--- config.mk ---
export PLATFORM = sky130hd
export DESIGN_NAME = game_fsm
export DESIGN_NICKNAME = d
export VERILOG_FILES = /design/src/rtl/game_fsm.sv
export SDC_FILE = /design/constraint.sdc
export NUM_CORES = 1
export LEC_CHECK = 0
export ABC_AREA = 1
export CAP_MARGIN = 40
export CORE_ASPECT_RATIO = 1.5
export CORE_UTILIZATION = 40
export CTS_CLUSTER_SIZE = 12
export DETAILED_ROUTE_END_ITERATION = 8
export MAX_ROUTING_LAYER = met4
export SYNTH_ARGS = -nofsm -noshare
export SYNTH_HDL_FRONTEND = slang
export SYNTH_SLANG_ARGS = --single-unit
export TNS_END_PERCENT = 20
--- constraint.sdc ---
create_clock -name clk -period 3.1 [get_ports clk]
set_input_delay 0.465 -clock clk [delete_from_list [all_inputs] [get_ports clk]]
set_output_delay 0.465 -clock clk [all_outputs]
set_load 0.005 [all_outputs]
--- src/rtl/game_fsm.sv ---
// game_fsm: top-level Frogger game sequencer.
// Drives the shared state encoding (MENU=0, PLAYING=1, DEAD=2, WIN=3) and
// tracks lives, the per-life countdown, the win count and the respawn pulse.
// Optional feature macro: GAME_TIMER_EN (per-life countdown with expiry death).
// Without it, time_left is held at TIME_LIMIT_S and only collisions kill.
module game_fsm #(
   parameter int START_LIVES  = 3,
   parameter int DEAD_FRAMES  = 90,
   parameter int TIME_LIMIT_S = 30,
   parameter int FRAMES_PER_S = 60
) (
   input  logic       clk,
   input  logic       reset_n,
   input  logic       frame_tick,
   input  logic       start_tick,
   input  logic       collision,
   input  logic       reached_end,
   output logic [1:0] state,
   output logic [1:0] lives,
   output logic [5:0] time_left,
   output logic [7:0] wins,
   output logic       respawn
);

   typedef enum logic [1:0] {
      MENU    = 2'd0,
      PLAYING = 2'd1,
      DEAD    = 2'd2,
      WIN     = 2'd3
   } state_t;

   localparam logic [1:0] LIVES_INIT = 2'(START_LIVES);
   localparam logic [5:0] TIME_INIT  = 6'(TIME_LIMIT_S);
   // The dead wait ends on the frame tick that brings the count to DEAD_FRAMES
   localparam logic [7:0] DEAD_LAST  = 8'(DEAD_FRAMES - 1);

   // Reject illegal parameter values at elaboration
   if (START_LIVES < 1 || START_LIVES > 3) begin : g_bad_start_lives
      $error("game_fsm: START_LIVES must be 1..3");
   end
   if (DEAD_FRAMES < 1 || DEAD_FRAMES > 255) begin : g_bad_dead_frames
      $error("game_fsm: DEAD_FRAMES must be 1..255");
   end
   if (TIME_LIMIT_S < 1 || TIME_LIMIT_S > 63) begin : g_bad_time_limit
      $error("game_fsm: TIME_LIMIT_S must be 1..63");
   end
   if (FRAMES_PER_S < 1 || FRAMES_PER_S > 127) begin : g_bad_frames_per_s
      $error("game_fsm: FRAMES_PER_S must be 1..127");
   end

   state_t     state_q;
   logic [1:0] lives_q;
   logic [5:0] time_left_q;
   logic [7:0] wins_q;
   logic       respawn_q;
   logic [7:0] dead_cnt_q;
   logic       timer_expire_d;

`ifdef GAME_TIMER_EN
   localparam logic [6:0] SUB_LAST = 7'(FRAMES_PER_S - 1);
   logic [6:0] sub_cnt_q;
   logic       sec_wrap_d;

   // A second elapses on the frame tick that completes FRAMES_PER_S ticks
   assign sec_wrap_d     = frame_tick && (sub_cnt_q == SUB_LAST);
   // Expiry is the 1 -> 0 step of the countdown
   assign timer_expire_d = sec_wrap_d && (time_left_q == 6'd1);
`else
   assign timer_expire_d = 1'b0;
`endif

   // Game sequencing, lives/wins bookkeeping and the per-life countdown
   always_ff @(posedge clk or negedge reset_n) begin
      if (!reset_n) begin
         state_q     <= MENU;
         lives_q     <= '0;
         time_left_q <= '0;
         wins_q      <= '0;
         respawn_q   <= 1'b0;
         dead_cnt_q  <= '0;
`ifdef GAME_TIMER_EN
         sub_cnt_q   <= '0;
`endif
      end else begin
         respawn_q <= 1'b0;
`ifndef GAME_TIMER_EN
         time_left_q <= TIME_INIT;
`endif
         case (state_q)
            MENU: begin
               if (start_tick) begin
                  state_q   <= PLAYING;
                  lives_q   <= LIVES_INIT;
                  respawn_q <= 1'b1;
`ifdef GAME_TIMER_EN
                  time_left_q <= TIME_INIT;
                  sub_cnt_q   <= '0;
`endif
               end
            end
            PLAYING: begin
`ifdef GAME_TIMER_EN
               if (frame_tick) begin
                  if (sec_wrap_d) begin
                     sub_cnt_q   <= '0;
                     time_left_q <= time_left_q - 6'd1;
                  end else begin
                     sub_cnt_q <= sub_cnt_q + 7'd1;
                  end
               end
`endif
               // Collision and expiry in one cycle are a single death
               if (collision || timer_expire_d) begin
                  state_q    <= DEAD;
                  lives_q    <= lives_q - 2'd1;
                  dead_cnt_q <= '0;
               end else if (reached_end) begin
                  state_q <= WIN;
                  if (wins_q != 8'hFF) begin
                     wins_q <= wins_q + 8'd1;
                  end
               end
            end
            DEAD: begin
               if (lives_q == 2'd0) begin
                  // Game over: wait for the player to return to the menu
                  if (start_tick) begin
                     state_q <= MENU;
                  end
               end else if (frame_tick) begin
                  if (dead_cnt_q == DEAD_LAST) begin
                     state_q    <= PLAYING;
                     respawn_q  <= 1'b1;
                     dead_cnt_q <= '0;
`ifdef GAME_TIMER_EN
                     time_left_q <= TIME_INIT;
                     sub_cnt_q   <= '0;
`endif
                  end else begin
                     dead_cnt_q <= dead_cnt_q + 8'd1;
                  end
               end
            end
            WIN: begin
               if (start_tick) begin
                  state_q <= MENU;
               end
            end
            default: state_q <= MENU;
         endcase
      end
   end

   assign state     = state_q;
   assign lives     = lives_q;
   assign time_left = time_left_q;
   assign wins      = wins_q;
   assign respawn   = respawn_q;

endmodule

==> impl_summary.md, run 1 <==
Place
The count of buffers added on input and output ports is 22. The cell area after placement is 1540 µm². The post-detailed-placement half-perimeter wirelength is 1.99 mm. The number of placed instances, taps included, is 229. Before CTS, the worst setup slack after placement is 1.25 ns.

At the end of routability-driven placement, the weighted congestion stood at 0.778.

Die
The die height is 72.1 µm. The standard-cell row count is 25. Pin placement for this block handled 25 I/O pins. The chip width is 48.7 µm. The floorplan step defined a core boundary enclosing 3130 µm². The overall die area is 3510 µm².

The effective utilization at floorplan is 0.418.

Hold path
In this run the most critical hold path is launched from wins[0]. The count of cells along the worst hold path is 1. The class of the most critical hold timing path is flop to flop.

Route
The length of routed wiring on met1 is 1.08 mm. The highest metal layer carrying signal wires in the routed design is met4. The vias after detailed routing is 1151. Dividing the detail-routed wire length by the instance count gives 11.1 µm. For this run, design rule violations remaining after detail routing come to 0. The detail-routed via count per cell is 4.94. The number of routed nets with antenna violations is 0. The initial detailed-routing violation count is 19.

The routed length on met3 is 71 µm. The detailed-router iteration count before antenna repair is 5. The total detailed-routing wirelength is 2.59 mm.

After detailed routing, the met2 layer carries 1.39 mm of wire.

Clock tree
The CTS tree is done. The count of H-tree levels built during CTS is 1. The clock transition time at the flip-flop clock pins of the worst setup and hold paths is 0.08 ns.

The quantity of hold-fixing buffers added after cts is 0. The root cell of the clock tree is sky130_fd_sc_hd__clkbuf_8. The clock latency on the worst-skew pair is 0.26 ns. The number of clock buffers added by TritonCTS is 3.

The clock net in this run drives a total of 22 sinks. In this run the post-CTS setup repair buffer count came out at 0. The number of gates resized after CTS is 0. In this run the deepest clock path goes through 2 buffers.

Worst setup path
In this run the critical register-to-register path is launched from wins[1]. The number of buffers and inverters on the critical path is 1. Data on the critical path is required at its endpoint by 2.63 ns. STA classifies the critical path startpoint as a flop. Of all nets on the critical path, the largest fanout is 7. The worst setup path is of the flop to output pin kind. The number of cells on the worst reg-to-reg path is 8. The standard cell with the maximum stage delay on the critical path is sky130_fd_sc_hd__clkdlybuf4s50_1. Traced cell by cell, the critical path runs through clkdlybuf4s50_1. In this run the number of cells on the critical path is 1. STA classifies the critical path endpoint as an output pin. Data on the critical path arrives at its endpoint at 1.34 ns. The gate family responsible for the most delay along the worst path is buffers and inverters. Tracing the worst setup path back leads to its startpoint at state[0].

The biggest cell delay along the critical path is 0.56 ns.

Timing
The hold violation count in the final report came to 0. The final critical-path required period is 1.81 ns. Once routing completed, OpenROAD measured the worst setup slack at 1.29 ns. The summed negative setup slack over all endpoints is 0 ns. In the finished design, the share of the clock period the worst path needs comes to 0.582. Derived from the worst setup path, the maximum achievable clock frequency is 0.554 GHz. The final max-slew violation count was 0. The largest clock skew in the final design is 0.00545 ns. The number of failing setup endpoints in the final timing report is 0. Setup repair after global routing left no endpoint under its margin.

Power
The combinational share of power is 0.412. The share of total power dissipated in the clock network is 0.190. The leakage power is 0.790 nW. The worst-case IR drop observed on VDD is 0.347 mV. The proportion of power drawn by flip-flops and latches is 0.398.

The internal power of the cells totals 0.668 mW. The net switching power is 0.414 mW. The cell area power density is 680 nW/µm².

Of the total power, the share spent switching nets is 0.383. The completed layout was analyzed and its total power is 1.08 mW.

Finish
0 antenna diodes ended up in the layout. The proportion of layout cells with a drive suffix above 1 is 0.0570. The layout has 331 filler cells.

The final net count is 204. Summing all non-filler instances in the final layout gives an area of 1590 µm². Once layout is complete, the cells apart from fillers number 233. The post-synthesis to final-layout area growth is 21.6%.

Yosys
The synthesized netlist occupies a cell area of 1310 µm². In this run the mean area of a mapped cell was 7.61 µm². After synthesis, the netlist uses 26 different library cells. The fraction of registers with async set or reset after synthesis is 1.00. Synthesis produced 172 cells.

Of the post-synthesis cell area, the dominant cell type holds 0.421. Counting flops and latches in the post-synthesis netlist gives 22. The dominant cell type by area after synthesis is sky130_fd_sc_hd__dfrtp_1. The sequential cell area fraction in the yosys report is 0.421. The most frequently used flop master after synthesis is sky130_fd_sc_hd__dfrtp_1. For this run, the number of Yosys warnings is 0. The number of enable flip-flop cells after synthesis is 0. Yosys attributes the largest share of cell area to sky130_fd_sc_hd__dfrtp_1 42%, sky130_fd_sc_hd__nand2_1 13%, sky130_fd_sc_hd__inv_1 6.3%.

GRT
The via count of the first global-routing pass is 1095. Entering global routing, the biggest net connects 23 pins. The total track usage is 0.171.

The global-route wire length before repair is 4.51 mm. The total grt overflow is 0. The number of antenna violations at the first check in global routing was 0.

Flow run
Max-cap violations in this run came to 0.

Status
The run finished with clean final reports.
## placed cells by master, fill, tap and decap left out, types with 2 or more instances in the layout
cell type and n:
sky130_fd_sc_hd__nand2_1 47, sky130_fd_sc_hd__inv_1 22, sky130_fd_sc_hd__dfrtp_1 22, sky130_fd_sc_hd__clkdlybuf4s50_1 22, sky130_fd_sc_hd__nor2_1 17, sky130_fd_sc_hd__nand3_1 12, sky130_fd_sc_hd__o21ai_0 10, sky130_fd_sc_hd__xnor2_1 5
sky130_fd_sc_hd__xor2_1 4, sky130_fd_sc_hd__nand4_1 4, sky130_fd_sc_hd__ha_1 4, sky130_fd_sc_hd__clkbuf_8 4, sky130_fd_sc_hd__o21ai_1 3, sky130_fd_sc_hd__conb_1 3, sky130_fd_sc_hd__o31ai_1 2, sky130_fd_sc_hd__nand3b_1 2
## through the flow
step / hold WS (ns) / utilization
3_3_place_gp: 0.522 / 0.491
4_1_cts: 0.541 / 0.509
6_report: 0.536 / 0.509
5_1_grt: 0.550 / 0.509
2_1_floorplan: 0.169 / -
3_5_place_dp: 0.522 / 0.491
## per-layer routing
metal / vias up / GRT usage
li1: 576 / -
met1: 550 / 0.184
met2: 21 / 0.306
met3: 4 / 0.0189
met4: 0 / 0.0915
met5: - / -
## cells in the mapped netlist (3+ instances only)
master                    instances
sky130_fd_sc_hd__buf_4            5
sky130_fd_sc_hd__dfrtp_1         22
sky130_fd_sc_hd__ha_1             4
sky130_fd_sc_hd__inv_1           22
sky130_fd_sc_hd__nand2_1         47
sky130_fd_sc_hd__nand3_1         12
sky130_fd_sc_hd__nand4_1          4
sky130_fd_sc_hd__nor2_1          17
sky130_fd_sc_hd__o21ai_0         10
sky130_fd_sc_hd__o21ai_1          3
sky130_fd_sc_hd__xnor2_1          5
sky130_fd_sc_hd__xor2_1           4
## power groups by stage
stage,Combinational [mW],Sequential (mW),Clock (mW)
floorplan,0.268,0.426,0
global placement,0.443,0.434,0
detailed placement,0.450,0.437,0
CTS,0.454,0.432,0.213
global route,0.506,0.441,0.223
finish,0.446,0.431,0.206
## sequential cells by signal, summed over array words and instances (netlist names)
signal,cells
dead_cnt_q,8
lives,2
respawn,1
state,2
time_left,1
wins,8
## final timing paths
| kind | slack, ns | end |
|---|---|---|
| max | 1.29 | state[0] |
| min | 0.54 | wins[0] |
| max reg2reg | 1.39 | wins[7] |
| min reg2reg | 0.54 | wins[0] |
| max in group asynchronous | 2.32 | time_left[1] |
| min in group asynchronous | 0.55 | dead_cnt_q[5] |
## cells by family after synthesis
group | count (synthesis) | synth area share
other cells | 2 | 0.00574
simple gates | 87 | 0.290
flops | 22 | 0.421
compound gates | 18 | 0.0784
buf+inv | 30 | 0.107
xor+xnor | 9 | 0.0602
fa+ha+maj | 4 | 0.0382
## layout make-up
type / instances / area, µm² / share of cell area
flip-flops and latches: 22 / 551 / 0.346
repair buffers: 23 / 228 / 0.143
well taps: 40 / 50.0 / 0.0314
multi-input cells: 121 / 622 / 0.391
inverters: 23 / 86.3 / 0.0542
clock buffers: 4 / 55.1 / 0.0346
(Power assumes the default switching activity.)
==> run 2: changes to the inputs <==
PLACE_DENSITY = 0.67   (was default)
clock period = 1.55 ns   (was 3.1 ns; I/O delays follow)
==> run 2 against run 1 <==
  * Sequential cell count did not move
  * Final area grew 4.5%
  * Total power grew 120%
  * Combinational power up 120%
  * First-iteration DRC count is 100% higher
  * Count of clock-buffer cells in the layout decreased by 1
  * Cell count is 2.6% higher
  * Via count rose by 1.1%
  * Non-clock buffer count is 6 higher
  * Largest power group unchanged
==> impl_summary.md, run 2 (synthesized netlist as in run 1, its figures left out) <==
Clock tree
The count of H-tree levels built during CTS came to 1 (unchanged). The root cell of the clock tree is sky130_fd_sc_hd__clkbuf_8 (unchanged). The quantity of hold-fixing buffers added after cts is 0 (unchanged). The CTS tree is done (unchanged). The number of buffers added by the clock tree synthesis step is 3 (unchanged). The clock latency on the worst-skew pair is 0.26 ns (about the same). The number of clock sinks seen by CTS is 22 (unchanged). The maximum buffer depth of the clock tree was 2 (unchanged).

The clock transition time at the flip-flop clock pins of the worst setup and hold paths is 0.08 ns (about the same).

Worst setup path
The standard cell with the maximum stage delay on the critical path is sky130_fd_sc_hd__clkdlybuf4s50_1 (unchanged). The buffers plus inverters on the worst setup path is 2 (was 1). The classification of the worst setup path was flop to output pin (unchanged). The worst reg2reg path endpoint is wins[7] (unchanged).

The gate family responsible for the most delay along the worst path is buffers and inverters (unchanged). The worst flop-to-flop path startpoint is wins[1] (unchanged). Crit-path cells: buf_4 > clkdlybuf4s50_1 (was clkdlybuf4s50_1). The arrival time of the worst setup path is 1.24 ns (was 1.34 ns). The depth of the worst register-to-register path is 8 (unchanged). The worst setup slack for register-to-register paths is 0.15 ns (was 1.39 ns). The kind of end point of the critical path was an output pin (unchanged). The biggest cell delay along the critical path came to 0.50 ns (was 0.56 ns). The data required time of the worst path is 1.32 ns (was 2.63 ns). The biggest fanout along the worst timing path is 3 (was 7).

The startpoint kind of the worst setup timing path is a flop (unchanged).

Timing
The least setup slack across all paths after layout is 0.0824 ns (was 1.29 ns). The final max-slew violation count came to 0 (unchanged). The hold violation count in the final report came to 0 (unchanged). The summed negative setup slack over all endpoints is 0 ns (unchanged). In the finished design, the share of the clock period the worst path needs comes to 0.947. The worst path in the final design needs a cycle of 1.47 ns, including I/O delays and setup.

The number of failing setup endpoints in the final timing report is 0 (unchanged). The largest clock skew in the final design is 0.00461 ns (was 0.00545 ns). RSZ-0062 raised after global routing: true (was false). The top achievable clock speed is 0.681 GHz.

Finish
The final net count is 210 (was 204). The proportion of layout cells with a drive suffix above 1 is 0.106 (was 0.0570). The final instance area is 1660 µm² (was 1590 µm²). The total of fill cells in the finished design came to 294 (was 331). The non-filler instance count after layout came to 239 (was 233). The diode insertion count for antenna repair came to 0 (unchanged). Commonest cells after routing, fill and taps aside: 47 x sky130_fd_sc_hd__nand2_1, 22 x sky130_fd_sc_hd__inv_1, 21 x sky130_fd_sc_hd__clkdlybuf4s50_1, 20 x sky130_fd_sc_hd__dfrtp_1, 15 x sky130_fd_sc_hd__nor2_1 (was 47 x sky130_fd_sc_hd__nand2_1, 22 x sky130_fd_sc_hd__inv_1, 22 x sky130_fd_sc_hd__dfrtp_1, 22 x sky130_fd_sc_hd__clkdlybuf4s50_1, 17 x sky130_fd_sc_hd__nor2_1).

The post-synthesis to final-layout area growth is 27.1% (was 21.6%). The most common cell after layout, fill and taps aside is sky130_fd_sc_hd__nand2_1 (unchanged).

GRT
The total grt overflow is 0 (unchanged). The largest net degree at the start of global routing is 23 (unchanged). The total track usage is 0.182 (was 0.171). The number of antenna violations at the first check in global routing is 0 (unchanged). The global-route wire length before repair is 4.82 mm (was 4.51 mm). The via count of the first global-routing pass is 1154 (was 1095).

Power
The proportion of power drawn by flip-flops and latches was 0.358 (was 0.398). The total internal power came to 1.54 mW (was 0.668 mW). The combinational share of power is 0.418 (was 0.412).

The overall power of the completed layout is 2.39 mW (was 1.08 mW). The maximum resistive drop on vdd is 0.918 mV (was 0.347 mV). The portion of total power attributed to the clock network was 0.224 (was 0.190).

The leakage power is 0.833 nW (was 0.790 nW). The cell area power density is 1440 nW/µm² (was 680 nW/µm²). The net switching power is 0.852 mW (was 0.414 mW). The switching share of power came to 0.356 (was 0.383).

Flow run
The number of maximum-capacitance violations came to 0 (unchanged).

Place
The number of cells in the design after placement was 235 (was 229). The number of port buffers is 22 (unchanged). The pre-CTS setup slack came to 0.0628 ns (was 1.25 ns). The post-detailed-placement half-perimeter wirelength came to 2.06 mm (was 1.99 mm). The cell area after placement is 1580 µm² (was 1540 µm²). The final estimated routing congestion in global placement is 0.802 (was 0.778).

Hold path
The class of the most critical hold timing path is input pin to asynchronous set/reset pin (was flop to flop).

Die
The die height came to 72.1 µm (unchanged). The overall die area came to 3510 µm² (unchanged). The effective utilization at floorplan was 0.418 (unchanged).

The area of the core is 3130 µm² (unchanged). The chip width is 48.7 µm (unchanged). The count of boundary I/O pins came to 25 (unchanged). The standard-cell row count is 25 (unchanged).

Route
The detailed-route wire length per cell is 11.0 µm (was 11.1 µm). The vias after detailed routing came to 1164 (was 1151). The number of remaining DRC errors was 0 (unchanged). The initial detailed-routing violation count is 38 (was 19). The detail-routed via count per cell is 4.87 (was 4.94). The total detailed-routing wirelength is 2.64 mm (was 2.59 mm). The number of routed nets with antenna violations is 0 (unchanged). The detailed-router iteration count before antenna repair is 4 (was 5).

Status
Status: finished, final reports clean (unchanged).
[run 2: changes by cell type in the layout (fill, tap and decap cells not counted)]
cell / before / now
sky130_fd_sc_hd__dlymetal6s2s_1: 0 / 1
sky130_fd_sc_hd__nor2_1: 17 / 15
sky130_fd_sc_hd__bufinv_16: 0 / 1
sky130_fd_sc_hd__dfrtp_1: 22 / 20
sky130_fd_sc_hd__o21ai_0: 10 / 9
sky130_fd_sc_hd__nor2_2: 1 / 3
sky130_fd_sc_hd__dfrtp_2: 0 / 2
sky130_fd_sc_hd__clkdlybuf4s50_1: 22 / 21
sky130_fd_sc_hd__buf_4: 1 / 7
sky130_fd_sc_hd__o21ai_1: 3 / 4
sky130_fd_sc_hd__clkbuf_8: 4 / 3
[run 2: through the flow]
stage | hold WS (ns) | util
after floorplan | -0.0631 | -
after global placement | 0.513 | 0.506
after detailed placement | 0.531 | 0.506
after CTS | 0.316 | 0.529
after global routing | 0.329 | 0.532
final | 0.308 | 0.532
[run 2: worst max-delay path by stage]
| stage | start | endpoint | depth (start not counted) | slack, ns |
|---|---|---|---|---|
| after global routing | wins[1] | wins[7] | 8 | -0.03 |
| after global placement | collision | wins[3] | 8 | 0.12 |
| after floorplan | lives[0] | dead_cnt_q[1] | 9 | 0.22 |
| final | wins[0] | wins[0] | 2 | 0.08 |
| after CTS | state[1] | state[1] | 1 | 0.03 |
| after detailed placement | collision | wins[3] | 8 | 0.06 |
[run 2: power by group through the flow]
stage	sequential (mW)	clock [mW]	combinational (mW)
after CTS	0.858	0.554	1.00
after global placement	0.853	0	0.978
after detailed placement	0.864	0	0.999
final	0.856	0.536	1.00
after floorplan	0.852	0	0.536
after global routing	0.882	0.579	1.14
[run 2: per-layer routing]
metal / up-vias / share of wire / track usage
li1: 587 / - / -
met3: 2 / 0.042 / 0.0294
met2: 31 / 0.54 / 0.332
met1: 544 / 0.40 / 0.185
met4: 0 / 0.012 / 0.0915
met5: - / 0 / -
[run 2: repair_timing]
action	in CTS	in global routing
gates resized for setup	1	5
buffers inserted	0	0
setup endpoints to repair	1	14
[run 2: cell type report]
| type | instances | area [µm²] | area share |
|---|---|---|---|
| multi-input combinational | 121 | 627 | 0.377 |
| sequential | 22 | 553 | 0.333 |
| clock inverter | 1 | 30.0 | 0.0181 |
| clock buffer | 3 | 41.3 | 0.0248 |
| timing repair buffer | 29 | 275 | 0.166 |
| inverter | 23 | 86.3 | 0.0519 |
| tap | 40 | 50.0 | 0.0301 |
